`src/rtl/mips_inst_encoder.sv`:
```
// Packs decoded MIPS operations into 32-bit instruction words tagged with their
// instruction-memory address; expands LI into one or two words.
module mips_inst_encoder #(
  parameter int unsigned            ADDR_WIDTH = 16,
  parameter logic [ADDR_WIDTH-1:0]  BASE_ADDR  = '0
) (
  input  logic                  clk_i,
  input  logic                  rst_i,
  input  logic                  restart_i,
  input  logic                  in_valid_i,
  output logic                  in_ready_o,
  input  logic [5:0]            in_op_i,
  input  logic [4:0]            in_rs_i,
  input  logic [4:0]            in_rt_i,
  input  logic [4:0]            in_rw_i,
  input  logic [31:0]           in_imm_i,
  input  logic [ADDR_WIDTH-1:0] in_target_i,
  output logic                  out_valid_o,
  input  logic                  out_ready_i,
  output logic [31:0]           out_inst_o,
  output logic [ADDR_WIDTH-1:0] out_addr_o,
  output logic                  err_o
);

  localparam logic [5:0] OpAdd  = 6'd0,  OpAddu  = 6'd1,  OpSub  = 6'd2,  OpSubu = 6'd3;
  localparam logic [5:0] OpAnd  = 6'd4,  OpOr    = 6'd5,  OpXor  = 6'd6,  OpNor  = 6'd7;
  localparam logic [5:0] OpSlt  = 6'd8,  OpSltu  = 6'd9,  OpSll  = 6'd10, OpSrl  = 6'd11;
  localparam logic [5:0] OpSra  = 6'd12, OpSllv  = 6'd13, OpSrlv = 6'd14, OpSrav = 6'd15;
  localparam logic [5:0] OpAddi = 6'd16, OpAddiu = 6'd17, OpAndi = 6'd18, OpOri  = 6'd19;
  localparam logic [5:0] OpXori = 6'd20, OpSlti  = 6'd21, OpSltiu = 6'd22, OpLui = 6'd23;
  localparam logic [5:0] OpBeq  = 6'd24, OpBne   = 6'd25, OpLw   = 6'd26, OpSw   = 6'd27;
  localparam logic [5:0] OpJ    = 6'd28, OpJal   = 6'd29, OpJr   = 6'd30, OpJalr = 6'd31;
  localparam logic [5:0] OpLi   = 6'd32;

  typedef enum logic [0:0] {StIdle, StLiLo} state_e;

  function automatic logic [31:0] r_word(input logic [4:0] rs, input logic [4:0] rt,
                                         input logic [4:0] rd, input logic [4:0] sh,
                                         input logic [5:0] funct);
    return {6'd0, rs, rt, rd, sh, funct};
  endfunction

  function automatic logic [31:0] i_word(input logic [5:0] opc, input logic [4:0] rs,
                                         input logic [4:0] rt, input logic [15:0] imm);
    return {opc, rs, rt, imm};
  endfunction

  state_e                  state_q, state_d;
  logic [ADDR_WIDTH-1:0]   cnt_q, cnt_d;
  logic                    out_valid_q, out_valid_d;
  logic [31:0]             out_inst_q, out_inst_d;
  logic [ADDR_WIDTH-1:0]   out_addr_q, out_addr_d;
  logic                    err_q, err_d;
  logic [4:0]              li_rw_q, li_rw_d;
  logic [15:0]             li_lo_q, li_lo_d;

  logic                    handoff, accept;
  logic [ADDR_WIDTH-1:0]   cnt_inc, cur_addr, pc4, br_diff;
  logic signed [ADDR_WIDTH-1:0] br_off;
  logic signed [31:0]      off32;
  logic [31:0]             tgt32;
  logic [3:0]              pc4_hi;
  logic                    fits16, hi_zero, shamt_bad, br_ok, j_ok;
  logic [31:0]             enc_inst;
  logic                    enc_bad, li_two;

  assign handoff    = out_valid_q && out_ready_i;
  assign in_ready_o = (state_q == StIdle) && (!out_valid_q || out_ready_i) && !restart_i;
  assign accept     = in_valid_i && in_ready_o;

  // A word accepted in the same cycle as a handoff lands one slot past the counter.
  assign cnt_inc  = cnt_q + ADDR_WIDTH'(4);
  assign cur_addr = handoff ? cnt_inc : cnt_q;
  assign pc4      = cur_addr + ADDR_WIDTH'(4);

  assign br_diff = in_target_i - pc4;
  assign br_off  = $signed(br_diff) >>> 2;
  assign off32   = 32'(br_off);
  assign br_ok   = (in_target_i[1:0] == 2'b00) &&
                   ((off32[31:15] == '0) || (off32[31:15] == '1));

  // Bits above ADDR_WIDTH are zero on both sides, so the 256 MB region check is
  // a no-op for narrow address spaces.
  assign tgt32  = 32'(in_target_i);
  assign pc4_hi = 4'(32'(pc4) >> 28);
  assign j_ok   = (tgt32[1:0] == 2'b00) && (tgt32[31:28] == pc4_hi);

  assign fits16    = (in_imm_i[31:15] == '0) || (in_imm_i[31:15] == '1);
  assign hi_zero   = (in_imm_i[31:16] == '0);
  assign shamt_bad = |in_imm_i[31:5];

  always_comb begin
    enc_inst = '0;
    enc_bad  = 1'b0;
    li_two   = 1'b0;
    case (in_op_i)
      OpAdd:   enc_inst = r_word(in_rs_i, in_rt_i, in_rw_i, 5'd0, 6'h20);
      OpAddu:  enc_inst = r_word(in_rs_i, in_rt_i, in_rw_i, 5'd0, 6'h21);
      OpSub:   enc_inst = r_word(in_rs_i, in_rt_i, in_rw_i, 5'd0, 6'h22);
      OpSubu:  enc_inst = r_word(in_rs_i, in_rt_i, in_rw_i, 5'd0, 6'h23);
      OpAnd:   enc_inst = r_word(in_rs_i, in_rt_i, in_rw_i, 5'd0, 6'h24);
      OpOr:    enc_inst = r_word(in_rs_i, in_rt_i, in_rw_i, 5'd0, 6'h25);
      OpXor:   enc_inst = r_word(in_rs_i, in_rt_i, in_rw_i, 5'd0, 6'h26);
      OpNor:   enc_inst = r_word(in_rs_i, in_rt_i, in_rw_i, 5'd0, 6'h27);
      OpSlt:   enc_inst = r_word(in_rs_i, in_rt_i, in_rw_i, 5'd0, 6'h2a);
      OpSltu:  enc_inst = r_word(in_rs_i, in_rt_i, in_rw_i, 5'd0, 6'h2b);
      OpSll: begin
        enc_inst = r_word(5'd0, in_rs_i, in_rw_i, in_imm_i[4:0], 6'h00);
        enc_bad  = shamt_bad;
      end
      OpSrl: begin
        enc_inst = r_word(5'd0, in_rs_i, in_rw_i, in_imm_i[4:0], 6'h02);
        enc_bad  = shamt_bad;
      end
      OpSra: begin
        enc_inst = r_word(5'd0, in_rs_i, in_rw_i, in_imm_i[4:0], 6'h03);
        enc_bad  = shamt_bad;
      end
      OpSllv:  enc_inst = r_word(in_rs_i, in_rt_i, in_rw_i, 5'd0, 6'h04);
      OpSrlv:  enc_inst = r_word(in_rs_i, in_rt_i, in_rw_i, 5'd0, 6'h06);
      OpSrav:  enc_inst = r_word(in_rs_i, in_rt_i, in_rw_i, 5'd0, 6'h07);
      OpAddi: begin
        enc_inst = i_word(6'h08, in_rs_i, in_rw_i, in_imm_i[15:0]);
        enc_bad  = !fits16;
      end
      OpAddiu: begin
        enc_inst = i_word(6'h09, in_rs_i, in_rw_i, in_imm_i[15:0]);
        enc_bad  = !fits16;
      end
      OpAndi: begin
        enc_inst = i_word(6'h0c, in_rs_i, in_rw_i, in_imm_i[15:0]);
        enc_bad  = !hi_zero;
      end
      OpOri: begin
        enc_inst = i_word(6'h0d, in_rs_i, in_rw_i, in_imm_i[15:0]);
        enc_bad  = !hi_zero;
      end
      OpXori: begin
        enc_inst = i_word(6'h0e, in_rs_i, in_rw_i, in_imm_i[15:0]);
        enc_bad  = !hi_zero;
      end
      OpSlti: begin
        enc_inst = i_word(6'h0a, in_rs_i, in_rw_i, in_imm_i[15:0]);
        enc_bad  = !fits16;
      end
      OpSltiu: begin
        enc_inst = i_word(6'h0b, in_rs_i, in_rw_i, in_imm_i[15:0]);
        enc_bad  = !fits16;
      end
      OpLui:   enc_inst = i_word(6'h0f, 5'd0, in_rw_i, in_imm_i[15:0]);
      OpBeq: begin
        enc_inst = i_word(6'h04, in_rs_i, in_rt_i, off32[15:0]);
        enc_bad  = !br_ok;
      end
      OpBne: begin
        enc_inst = i_word(6'h05, in_rs_i, in_rt_i, off32[15:0]);
        enc_bad  = !br_ok;
      end
      OpLw: begin
        enc_inst = i_word(6'h23, in_rs_i, in_rw_i, in_imm_i[15:0]);
        enc_bad  = !fits16;
      end
      OpSw: begin
        enc_inst = i_word(6'h2b, in_rs_i, in_rt_i, in_imm_i[15:0]);
        enc_bad  = !fits16;
      end
      OpJ: begin
        enc_inst = {6'h02, tgt32[27:2]};
        enc_bad  = !j_ok;
      end
      OpJal: begin
        enc_inst = {6'h03, tgt32[27:2]};
        enc_bad  = !j_ok;
      end
      OpJr:    enc_inst = r_word(in_rs_i, 5'd0, 5'd0, 5'd0, 6'h08);
      OpJalr:  enc_inst = r_word(in_rs_i, 5'd0, 5'd31, 5'd0, 6'h09);
      OpLi: begin
        if (fits16) begin
          enc_inst = i_word(6'h09, 5'd0, in_rw_i, in_imm_i[15:0]);
        end else begin
          enc_inst = i_word(6'h0f, 5'd0, in_rw_i, in_imm_i[31:16]);
          li_two   = |in_imm_i[15:0];
        end
      end
      default: enc_bad = 1'b1;
    endcase
  end

  always_comb begin
    state_d     = state_q;
    cnt_d       = cnt_q;
    out_valid_d = out_valid_q;
    out_inst_d  = out_inst_q;
    out_addr_d  = out_addr_q;
    err_d       = 1'b0;
    li_rw_d     = li_rw_q;
    li_lo_d     = li_lo_q;
    if (restart_i) begin
      state_d     = StIdle;
      cnt_d       = BASE_ADDR;
      out_valid_d = 1'b0;
    end else begin
      if (handoff) begin
        cnt_d       = cnt_inc;
        out_valid_d = 1'b0;
      end
      if (state_q == StLiLo) begin
        // The LUI half is always pending here; follow it with ORI once it leaves.
        if (handoff) begin
          out_valid_d = 1'b1;
          out_inst_d  = i_word(6'h0d, li_rw_q, li_rw_q, li_lo_q);
          out_addr_d  = cnt_inc;
          state_d     = StIdle;
        end
      end else if (accept) begin
        if (enc_bad) begin
          err_d = 1'b1;
        end else begin
          out_valid_d = 1'b1;
          out_inst_d  = enc_inst;
          out_addr_d  = cur_addr;
          if (li_two) begin
            state_d = StLiLo;
            li_rw_d = in_rw_i;
            li_lo_d = in_imm_i[15:0];
          end
        end
      end
    end
  end

  always_ff @(posedge clk_i) begin
    if (rst_i) begin
      state_q     <= StIdle;
      cnt_q       <= BASE_ADDR;
      out_valid_q <= 1'b0;
      out_inst_q  <= '0;
      out_addr_q  <= '0;
      err_q       <= 1'b0;
      li_rw_q     <= '0;
      li_lo_q     <= '0;
    end else begin
      state_q     <= state_d;
      cnt_q       <= cnt_d;
      out_valid_q <= out_valid_d;
      out_inst_q  <= out_inst_d;
      out_addr_q  <= out_addr_d;
      err_q       <= err_d;
      li_rw_q     <= li_rw_d;
      li_lo_q     <= li_lo_d;
    end
  end

  assign out_valid_o = out_valid_q;
  assign out_inst_o  = out_inst_q;
  assign out_addr_o  = out_addr_q;
  assign err_o       = err_q;

endmodule

```
`config.mk`:
```
export PLATFORM = sky130hd
export DESIGN_NAME = mips_inst_encoder
export DESIGN_NICKNAME = d
export VERILOG_FILES = /design/src/rtl/mips_inst_encoder.sv
export SDC_FILE = /design/constraint.sdc
export NUM_CORES = 1
export LEC_CHECK = 0
export CAP_MARGIN = 20
export CORE_MARGIN = 8
export CORE_UTILIZATION = 57
export CTS_BUF_LIST = sky130_fd_sc_hd__clkbuf_4 sky130_fd_sc_hd__clkbuf_8
export DETAILED_ROUTE_END_ITERATION = 7
export PLACE_DENSITY = 0.89
export SLEW_MARGIN = 10
export SYNTH_ARGS = -nofsm -noshare
export SYNTH_HDL_FRONTEND = slang
export SYNTH_SLANG_ARGS = --single-unit
```
`constraint.sdc`:
```
create_clock -name clk_i -period 6.6 [get_ports clk_i]
set_clock_uncertainty 0.2 [all_clocks]
set_input_delay 0.99 -clock clk_i [delete_from_list [all_inputs] [get_ports clk_i]]
set_output_delay 0.99 -clock clk_i [all_outputs]
set_load 0.05 [all_outputs]
```
## Word-level counts from Yosys, hierarchy flattened

Index checks and enable logic that the tools add are counted.

| cells by class | value |
|---|---|
| eq/ne operators | 36 |
| add/sub/neg operators | 3 |
| reduce and logical (&&, ||, !) cells | 32 |
| muxes and demuxes | 25 |
| bitwise logic cells | 4 |

Operator list:

| kind | count |
|---|---|
| 32-bit one-hot mux with 33 select lines | 1 |
| 32-bit 2-to-1 mux | 4 |
| 6-bit by 5-bit == test with 1-bit output (second input constant) | 16 |
| 16-bit 2-to-1 mux | 5 |
| 6-bit by 4-bit == test with 1-bit output (second input constant) | 8 |
| 17-bit == test (second input constant) | 2 |
| 17-bit zero test | 2 |
| 16-bit by 3-bit adder with 16-bit output (second input constant) | 2 |
| 29-bit 2-to-1 mux | 1 |
| 27-bit OR reduction | 1 |
| 6-bit by 3-bit == test with 1-bit output (second input constant) | 4 |
| 17-bit OR reduction | 1 |
| 16-bit zero test | 1 |
| 16-bit OR reduction | 1 |
| 16-bit subtractor | 1 |
| 1-bit 2-to-1 mux | 13 |
| 6-bit by 2-bit == test with 1-bit output (second input constant) | 2 |
| 6-bit by 1-bit == test with 1-bit output (second input constant) | 1 |
| 6-bit == test (second input constant) | 1 |
| 1-bit zero test | 6 |
| 6-bit zero test | 1 |
| 1-bit one-hot mux with 6 select lines | 1 |
| 2-bit OR reduction | 3 |
| 3-bit OR reduction | 2 |
| other kinds (11) | 20 |

| word-level totals | value |
|---|---|
| logic and storage cells | 108 |
| output and inout port bits | 51 |
| bits of input ports | 74 |
| flip-flop bits (word level) | 88 |

## Depth between registers and ports, before layout

Gate-level depths: netlist of run 1.

| depth | value |
|---|---|
| word-level depth | 12 |
| mapped depth | 16 |
| depth with buffers taken out | 16 |

## Least setup slack after synthesis of run 1

Ideal clock, no wire load.

| timing | value |
|---|---|
| path kind | in2reg |
| from | in out_ready_i |
| to | reg li_lo_q[0] |
| data required time | 6272 ps |
| stages | 7 |
| buffers on the path | 1 |
| library setup time | 128 ps |
| arrival time | 3651 ps |
| setup slack | 2622 ps |
| cells stage by stage | inv_1 a211oi_1 nand4_1 nor3_1 buf_2 mux2i_1 nor2_1 |

| between the ends | value |
|---|---|
| elaborated cells between the ends (all ways) | 16 |
| those cells by class | add/sub (2); eq/ne (1); mux (2); bitwise (1); reduce/logical (10) |

RTL lines:

| element | line | text |
|---|---|---|
| start, declared | 19 | `input logic out_ready_i,` |
| 1-bit logical OR | 68 | `assign in_ready_o = (state_q == StIdle) && (!out_valid_q \|\| out_ready_i) && !restart_i;` |
| 1-bit logical AND (2 in a row) | 68 |  |
| via in_ready_o | 11 | `output logic in_ready_o,` |
| 1-bit logical AND | 69 | `assign accept = in_valid_i && in_ready_o;` |
| 5-bit AND reduction (no source line) | n/a |  |
| end signal, assigned | 250 | `li_lo_q <= li_lo_d;` |
| end, declared | 55 | `logic [15:0] li_lo_q, li_lo_d;` |

The timed path passes the listed nets, and every way through them passes these cells.
A chain may end at the register's enable or synchronous reset.

## Worst setup path in the final report of run 1

| timing | value |
|---|---|
| from | in out_ready_i |
| to | reg out_inst_q[12] (netlist: out_inst_o[12]) |

| between the ends | value |
|---|---|
| cells in the longest elaborated chain, start to end | 11 |
| elaborated cells between the ends (all ways) | 22 |
| those cells by class | add/sub (2); eq/ne (3); mux (6); reduce/logical (11) |

RTL lines:

| element | line | text |
|---|---|---|
| 1-bit logical AND (*) | 67 | `assign handoff = out_valid_q && out_ready_i;` |
| 16-bit 2-to-1 mux (*) | n/a |  |
| via cur_addr[9] | 58 | `logic [ADDR_WIDTH-1:0] cnt_inc, cur_addr, pc4, br_diff;` |
| 16-bit by 3-bit adder with 16-bit output (*) | 74 | `assign pc4 = cur_addr + ADDR_WIDTH'(4);` |
| 16-bit subtractor (*) | 76 | `assign br_diff = in_target_i - pc4;` |
| 17-bit == test or 17-bit zero test (tied branches) | 80 | `((off32[31:15] == '0) \|\| (off32[31:15] == '1));` |
| 1-bit logical OR | 80 |  |
| 1-bit logical AND | 79 | `assign br_ok = (in_target_i[1:0] == 2'b00) &&` |
| 1-bit zero test | 153, 157 |  |
| 1-bit one-hot mux with 6 select lines | 96 | `case (in_op_i)` |
| 2-bit inequality test (no source line) | n/a |  |
| 4-bit AND reduction (no source line) | n/a |  |
| end signal, assigned | 246 | `out_inst_q <= out_inst_d;` |
| end, declared | 51 | `logic [31:0] out_inst_q, out_inst_d;` |

Mark *: on every way through the listed nets, which the timed path passes. The rest lies on a longest branch. The select of a mux whose other input is x is not followed.

==> impl_metrics.env, run 1 <==
export IMPL_syn_area_um2=5710
export IMPL_hold_end="out_inst_o[31]$_SDFFE_PP0P_"
export IMPL_cts_tree="yes"
export IMPL_synth_largest_area_cell="dfxtp_1"
export IMPL_cp_buffers_inverters=2
export IMPL_worst_slew_pin_slew_ns=1.00
export IMPL_rrSetupSlack_ns=2.18
export IMPL_crit_arrival_ns=4.93
export IMPL_ctsHoldBuffers=0
export IMPL_grt_max_degree=68
export IMPL_antenna_cells=0
export IMPL_crit_path_top_delay_cell="clkdlybuf4s50_1"
export IMPL_start_util=0.584
export IMPL_clock_power_share=0.307
export IMPL_dp_hpwl_mm=14.9
export IMPL_synthCells=734
export IMPL_path_clk_slew_ns=0.08
export IMPL_totalWireLength_mm=19.3
export IMPL_synthTopCellsByArea="dfxtp_1, nor2_1, ha_1"
export IMPL_drt_iter0_drc=623
export IMPL_setup_tns_ns=0
export IMPL_drtAntennaViolNets=0
export IMPL_synth_area_per_cell_um2=7.78
export IMPL_area_growth_syn_to_layout_pct=26.0
export IMPL_grt_overflow_total=0
export IMPL_synth_edf_count=0
export IMPL_worst_r2r_cell_count=16
export IMPL_drt_pass1_iter_count=8
export IMPL_cts_buffers=9
export IMPL_hold_violations=0
export IMPL_powerDensity_nw_per_um2=166
export IMPL_cts_root_buf="clkbuf_8"
export IMPL_core_area_um2=9770
export IMPL_postCtsResizedCells=0
export IMPL_routed_via_density=6.20
export IMPL_worstReg2RegStart="cnt_q[2]$_SDFF_PP0_"
export IMPL_cts_max_path_buffers=2
export IMPL_slew_headroom=0.326
export IMPL_portBuffers=121
export IMPL_finalPower_mw=1.20
export IMPL_num_vias=6016
export IMPL_rsz0062_at_grt="no"
export IMPL_clkSinkCount=83
export IMPL_pwr_share_seq=0.435
export IMPL_dpl_worst_slack_ns=1.44
export IMPL_layout_drive_gt1_share=0.0585
export IMPL_status="complete, no violations"
export IMPL_antenna_found_initial=0
export IMPL_post_route_period_util=0.746
export IMPL_maxCapViolCount=0
export IMPL_min_path_cells=2
export IMPL_pwr_share_comb=0.258
export IMPL_maxSlewViolCount=0
export IMPL_grt_pass1_vias=5808
export IMPL_yosysTopAreaCellShare=0.291
export IMPL_clk_latency_ns=0.36
export IMPL_ys_warn_count=0
export IMPL_placementRows=36
export IMPL_post_cts_buffers=0
export IMPL_holdWs_ns=0.272
export IMPL_fin_nets=934
export IMPL_crit_fanout=9
export IMPL_synth_async_reset_ratio=0
export IMPL_drc_errors=0
export IMPL_layout_min_cycle_time_ns=4.92
export IMPL_swShare=0.316
export IMPL_crit_family="simple AND/OR/NAND/NOR gates"
export IMPL_ir_worst_vdd_mv=0.128
export IMPL_dieArea_um2=13500
export IMPL_ys_seq_area_frac=0.291
export IMPL_worst_slack_ns=1.68
export IMPL_grt_pass1_wl_mm=30.1
export IMPL_path_cells="clkdlybuf4s50_1, nand2_4, or3_4, nor2_1, xor2_1, ha_1, inv_1, ha_1, and2_1, and3_1, a21oi_1, a21oi_1, or3_1, a32oi_1, a211oi_1"
export IMPL_htreeDepth=3
export IMPL_worstSetupPathType="in2reg"
export IMPL_wl_per_cell_um=19.9
export IMPL_hold_start="out_inst_o[31]$_SDFFE_PP0P_"
export IMPL_switchingPower_mw=0.379
export IMPL_p_leak_nw=2.65
export IMPL_hold_class="reg2reg"
export IMPL_final_common_cell="clkdlybuf4s50_1"
export IMPL_final_cell_mix="clkdlybuf4s50_1, nor2_1, dfxtp_1"
export IMPL_die_w_um=116
export IMPL_power_internal_mw=0.819
export IMPL_ys_ff_latch=83
export IMPL_required_ns=6.61
export IMPL_grt_util_all_layers=0.284
export IMPL_endpoint_kind="flip-flop"
export IMPL_io_pins=125
export IMPL_cp_start_kind="input port"
export IMPL_globalplace_congestion=0.937
export IMPL_fmax_ghz=0.203
export IMPL_ys_flop_type="dfxtp_1"
export IMPL_die_h_um=116
export IMPL_setup_violations_final=0
export IMPL_max_stage_delay_ns=0.60
export IMPL_synth_cell_type_count=71
export IMPL_rr_endpoint="out_inst_o[14]$_SDFFE_PP0P_"
## final cells by class
cell class | count | area [um^2]
multi-input combinational | 551 | 3660
fill | 741 | 2570
sequential | 83 | 1660
timing repair buffer | 132 | 1310
inverter | 55 | 206
tap | 133 | 166
clock buffer | 11 | 139
clock inverter | 5 | 53.8
## synth_stat cells (5+ instances only)
library cell	count
a21o_1	6
a31oi_1	5
buf_2	8
nand4_1	7
nand2b_1	11
nand2_1	48
clkbuf_1	31
nor2_1	103
ha_1	28
xnor2_1	18
and3_1	5
a21oi_1	35
nand3_1	22
inv_1	55
o21ai_0	26
nor2b_1	18
a22oi_1	8
xor2_1	15
o22ai_1	5
a211oi_1	30
o211ai_1	10
a222oi_1	10
nor3_1	16
mux2i_1	32
nor4_1	7
a221o_1	11
dfxtp_1	83
a311oi_1	8
buf_4	6
or2_2	5
## power by group through the flow
stage | Sequential [mW] | Clock (mW) | Combinational, mW
finish | 0.521 | 0.367 | 0.309
global route | 0.523 | 0.389 | 0.328
CTS | 0.521 | 0.367 | 0.303
detailed placement | 0.533 | 0 | 0.301
global placement | 0.532 | 0 | 0.297
floorplan | 0.578 | 0 | 0.134
## tightest hold or removal path, stage by stage (launching register included)
cell and delay (ns):
dfxtp_1 0.32, nand3_1 0.06, a21oi_1 0.05
## how the worst max path moves through the flow
stage                     start                           to  slack, ns  depth (start not counted)
finish              out_ready_i  out_inst_o[12]$_SDFFE_PP0P_       1.68                         15
global route        out_ready_i  out_inst_o[14]$_SDFFE_PP0P_       1.55                         14
CTS                 out_ready_i  out_inst_o[12]$_SDFFE_PP0P_       1.80                         15
detailed placement  out_ready_i  out_inst_o[12]$_SDFFE_PP0P_       1.44                         15
global placement    out_ready_i  out_inst_o[12]$_SDFFE_PP0P_       1.52                         15
floorplan           out_ready_i      li_lo_q[0]$_SDFFE_PP0P_       2.62                          7
## registers in the layout, indices dropped and copies added (netlist names)
signal and cells:
out_inst_o 31, err_o 1, state_q 1, li_lo_q 16
li_rw_q 5, cnt_q 14, out_addr_o 14, out_valid_o 1
## routing by layer
metal  part of all wire  vias up  routed length, um  global-route usage
met3              0.085       45               1640              0.0284
met4              0.029        0                568               0.123
met2               0.47      313               8990               0.469
met1               0.42     2824               8120               0.367
li1                   -     2834                  -                   -
met5                  0        -                  0                   0
## logic make-up (layout without fill, tap and decap cells)
kind of cell,Yosys count,in the layout,share of synthesized area
other cells,1,3,0.000656
fa+ha+maj,28,28,0.0613
compound gates,191,191,0.242
buf+inv,102,203,0.0727
flops,83,83,0.291
xor+xnor,34,34,0.0545
simple gates,263,263,0.222
mux,32,32,0.0561
## stage by stage
stage / util / cells / cell area [um^2]
after floorplan: - / 736 / 5720
after global placement: 0.714 / 953 / 6980
after detailed placement: 0.714 / 953 / 6980
after CTS: 0.734 / 969 / 7170
after global routing: 0.737 / 970 / 7200
final: 0.737 / 970 / 7200
No activity file was read; power rests on OpenSTA's default activity.
==> run 2: changes to the inputs <==
Settings changed: CORE_UTILIZATION 57 to 53, PLACE_DENSITY 0.89 to 0.83.
Clock period 6.6 ns to 5 ns, I/O delays scaled along.
==> run 2 against run 1 <==
Clock power rose by 48%; the run now ends with DRC left; routed wire length is essentially flat; critical path type unchanged; clock-buffer cell count increased by 1; sequential power grew 32%; via count is essentially flat; worst hold slack lost 0.0027 ns; first-iteration DRC count up 9.3%.
==> impl_metrics.env, run 2 (synthesis gave the netlist of run 1 again) <==
export IMPL_status="finished with violations"
export IMPL_violations="DRC"
export IMPL_worstSetupPathType="in2reg"
export IMPL_drc_errors=3
export IMPL_path_clk_slew_ns=0.08
export IMPL_core_area_um2=10700
export IMPL_min_path_cells=2
export IMPL_fin_nets=942
export IMPL_endpoint_kind="flip-flop"
export IMPL_cts_tree="yes"
export IMPL_clkSinkCount=83
export IMPL_layout_min_cycle_time_ns=4.40
export IMPL_path_cells="clkdlybuf4s50_1, nand2_4, mux2i_1, inv_1, ha_1, inv_1, ha_1, o21ai_0, a2111oi_0, o21ai_0, a211oi_1, or4_4, a31oi_4, a211oi_1"
export IMPL_num_vias=6013
export IMPL_maxCapViolCount=0
export IMPL_hold_violations=0
export IMPL_powerDensity_nw_per_um2=226
export IMPL_maxSlewViolCount=0
export IMPL_postCtsResizedCells=0
export IMPL_ctsHoldBuffers=0
export IMPL_hold_end="out_inst_o[31]$_SDFFE_PP0P_"
export IMPL_cts_max_path_buffers=2
export IMPL_crit_path_top_delay_cell="a2111oi_0"
export IMPL_dp_hpwl_mm=15.1
export IMPL_wl_per_cell_um=19.7
export IMPL_drtAntennaViolNets=0
export IMPL_largest_reg_flops=31
export IMPL_drt_pass1_iter_count=8
export IMPL_portBuffers=121
export IMPL_routed_via_density=6.12
export IMPL_clk_latency_ns=0.35
export IMPL_totalWireLength_mm=19.3
export IMPL_worst_slew_pin_slew_ns=0.838
export IMPL_cts_buffers=9
export IMPL_p_leak_nw=2.69
export IMPL_cp_start_kind="input port"
export IMPL_setup_tns_ns=0
export IMPL_worst_r2r_cell_count=16
export IMPL_ir_worst_vdd_mv=0.171
export IMPL_rsz0062_at_grt="no"
export IMPL_layout_drive_gt1_share=0.0652
export IMPL_final_common_cell="clkdlybuf4s50_1"
export IMPL_drt_iter0_drc=681
export IMPL_crit_arrival_ns=4.44
export IMPL_fmax_ghz=0.227
export IMPL_die_h_um=120
export IMPL_hold_start="out_inst_o[31]$_SDFFE_PP0P_"
export IMPL_grt_util_all_layers=0.262
export IMPL_start_util=0.534
export IMPL_hold_class="reg2reg"
export IMPL_crit_fanout=9
export IMPL_slew_headroom=0.441
export IMPL_globalplace_congestion=0.949
export IMPL_area_growth_syn_to_layout_pct=27.6
export IMPL_cts_root_buf="clkbuf_8"
export IMPL_crit_family="compound AO/OA/AOI/OAI gates"
export IMPL_antenna_cells=0
export IMPL_htreeDepth=3
export IMPL_antenna_found_initial=0
export IMPL_multi_input_area_um2=3660
export IMPL_die_w_um=120
export IMPL_grt_overflow_total=0
export IMPL_grt_pass1_vias=5778
export IMPL_rrSetupSlack_ns=0.75
export IMPL_placementRows=38
export IMPL_post_route_period_util=0.879
export IMPL_worstReg2RegStart="cnt_q[3]$_SDFF_PP0_"
export IMPL_required_ns=5.05
export IMPL_io_pins=125
export IMPL_rr_endpoint="out_inst_o[14]$_SDFFE_PP0P_"
export IMPL_regArea_um2=1660
export IMPL_max_stage_delay_ns=0.66
export IMPL_grt_pass1_wl_mm=30.4
export IMPL_dieArea_um2=14400
export IMPL_cp_buffers_inverters=3
export IMPL_setup_violations_final=0
export IMPL_grt_max_degree=79
export IMPL_fillCellCount=905
export IMPL_finalPower_mw=1.65
export IMPL_final_cell_mix="clkdlybuf4s50_1, nor2_1, dfxtp_1"
export IMPL_post_cts_buffers=0
run 2: final cells by class:
class	instances	share of cell area
clock buffers	12	0.0218
clock inverters	2	0.00824
inverters	55	0.0283
multi-input cells	551	0.503
flip-flops and latches	83	0.228
well taps	140	0.0240
repair buffers	140	0.187
run 2: worst max-delay path by stage:
stage / slack [ns] / end / cells after the start / startpoint
finish: 0.60 / out_inst_o[14]$_SDFFE_PP0P_ / 14 / out_ready_i
global route: 0.19 / out_inst_o[14]$_SDFFE_PP0P_ / 14 / out_ready_i
CTS: 0.62 / out_inst_o[14]$_SDFFE_PP0P_ / 14 / out_ready_i
detailed placement: 0.32 / out_inst_o[14]$_SDFFE_PP0P_ / 14 / out_ready_i
global placement: 0.43 / out_inst_o[12]$_SDFFE_PP0P_ / 15 / out_ready_i
floorplan: 1.21 / out_inst_o[13]$_SDFFE_PP0P_ / 16 / cnt_q[2]$_SDFF_PP0_
run 2: stage by stage:
stage / instances / setup WS [ns] / util / area, um^2 / hold WS, ns
2_1_floorplan: 736 / 1.21 / - / 5720 / 0.251
3_3_place_gp: 969 / 0.433 / 0.661 / 7070 / 0.256
3_5_place_dp: 969 / 0.318 / 0.661 / 7070 / 0.259
4_1_cts: 983 / 0.620 / 0.681 / 7290 / 0.268
5_1_grt: 983 / 0.186 / 0.681 / 7290 / 0.285
6_report: 983 / 0.603 / 0.681 / 7290 / 0.269
run 2: worst reg2reg max path: cells and delay by family, from the launching register on:
| kind | cells | cell delay, ns |
|---|---|---|
| XOR/XNOR | 1 | 0.17 |
| adder cells (fa/ha/maj) | 3 | 0.83 |
| AO/OA/AOI/OAI | 5 | 0.98 |
| buffers and inverters | 1 | 0.04 |
| AND/OR/NAND/NOR | 6 | 1.52 |
| flip-flops | 1 | 0.39 |
run 2: where the power goes:
group          total [mW]  leakage, nW  switching, mW  internal (mW)
Sequential          0.689        0.672         0.0104          0.678
Combinational       0.413         1.91          0.246          0.166
Clock               0.544        0.112          0.235          0.309
run 2: layer usage:
layer / up-vias / share of wire / GRT usage
met5: - / 0 / 0
met4: 0 / 0.028 / 0.0999
met3: 34 / 0.091 / 0.0409
met2: 316 / 0.46 / 0.424
met1: 2813 / 0.42 / 0.344
li1: 2850 / - / -
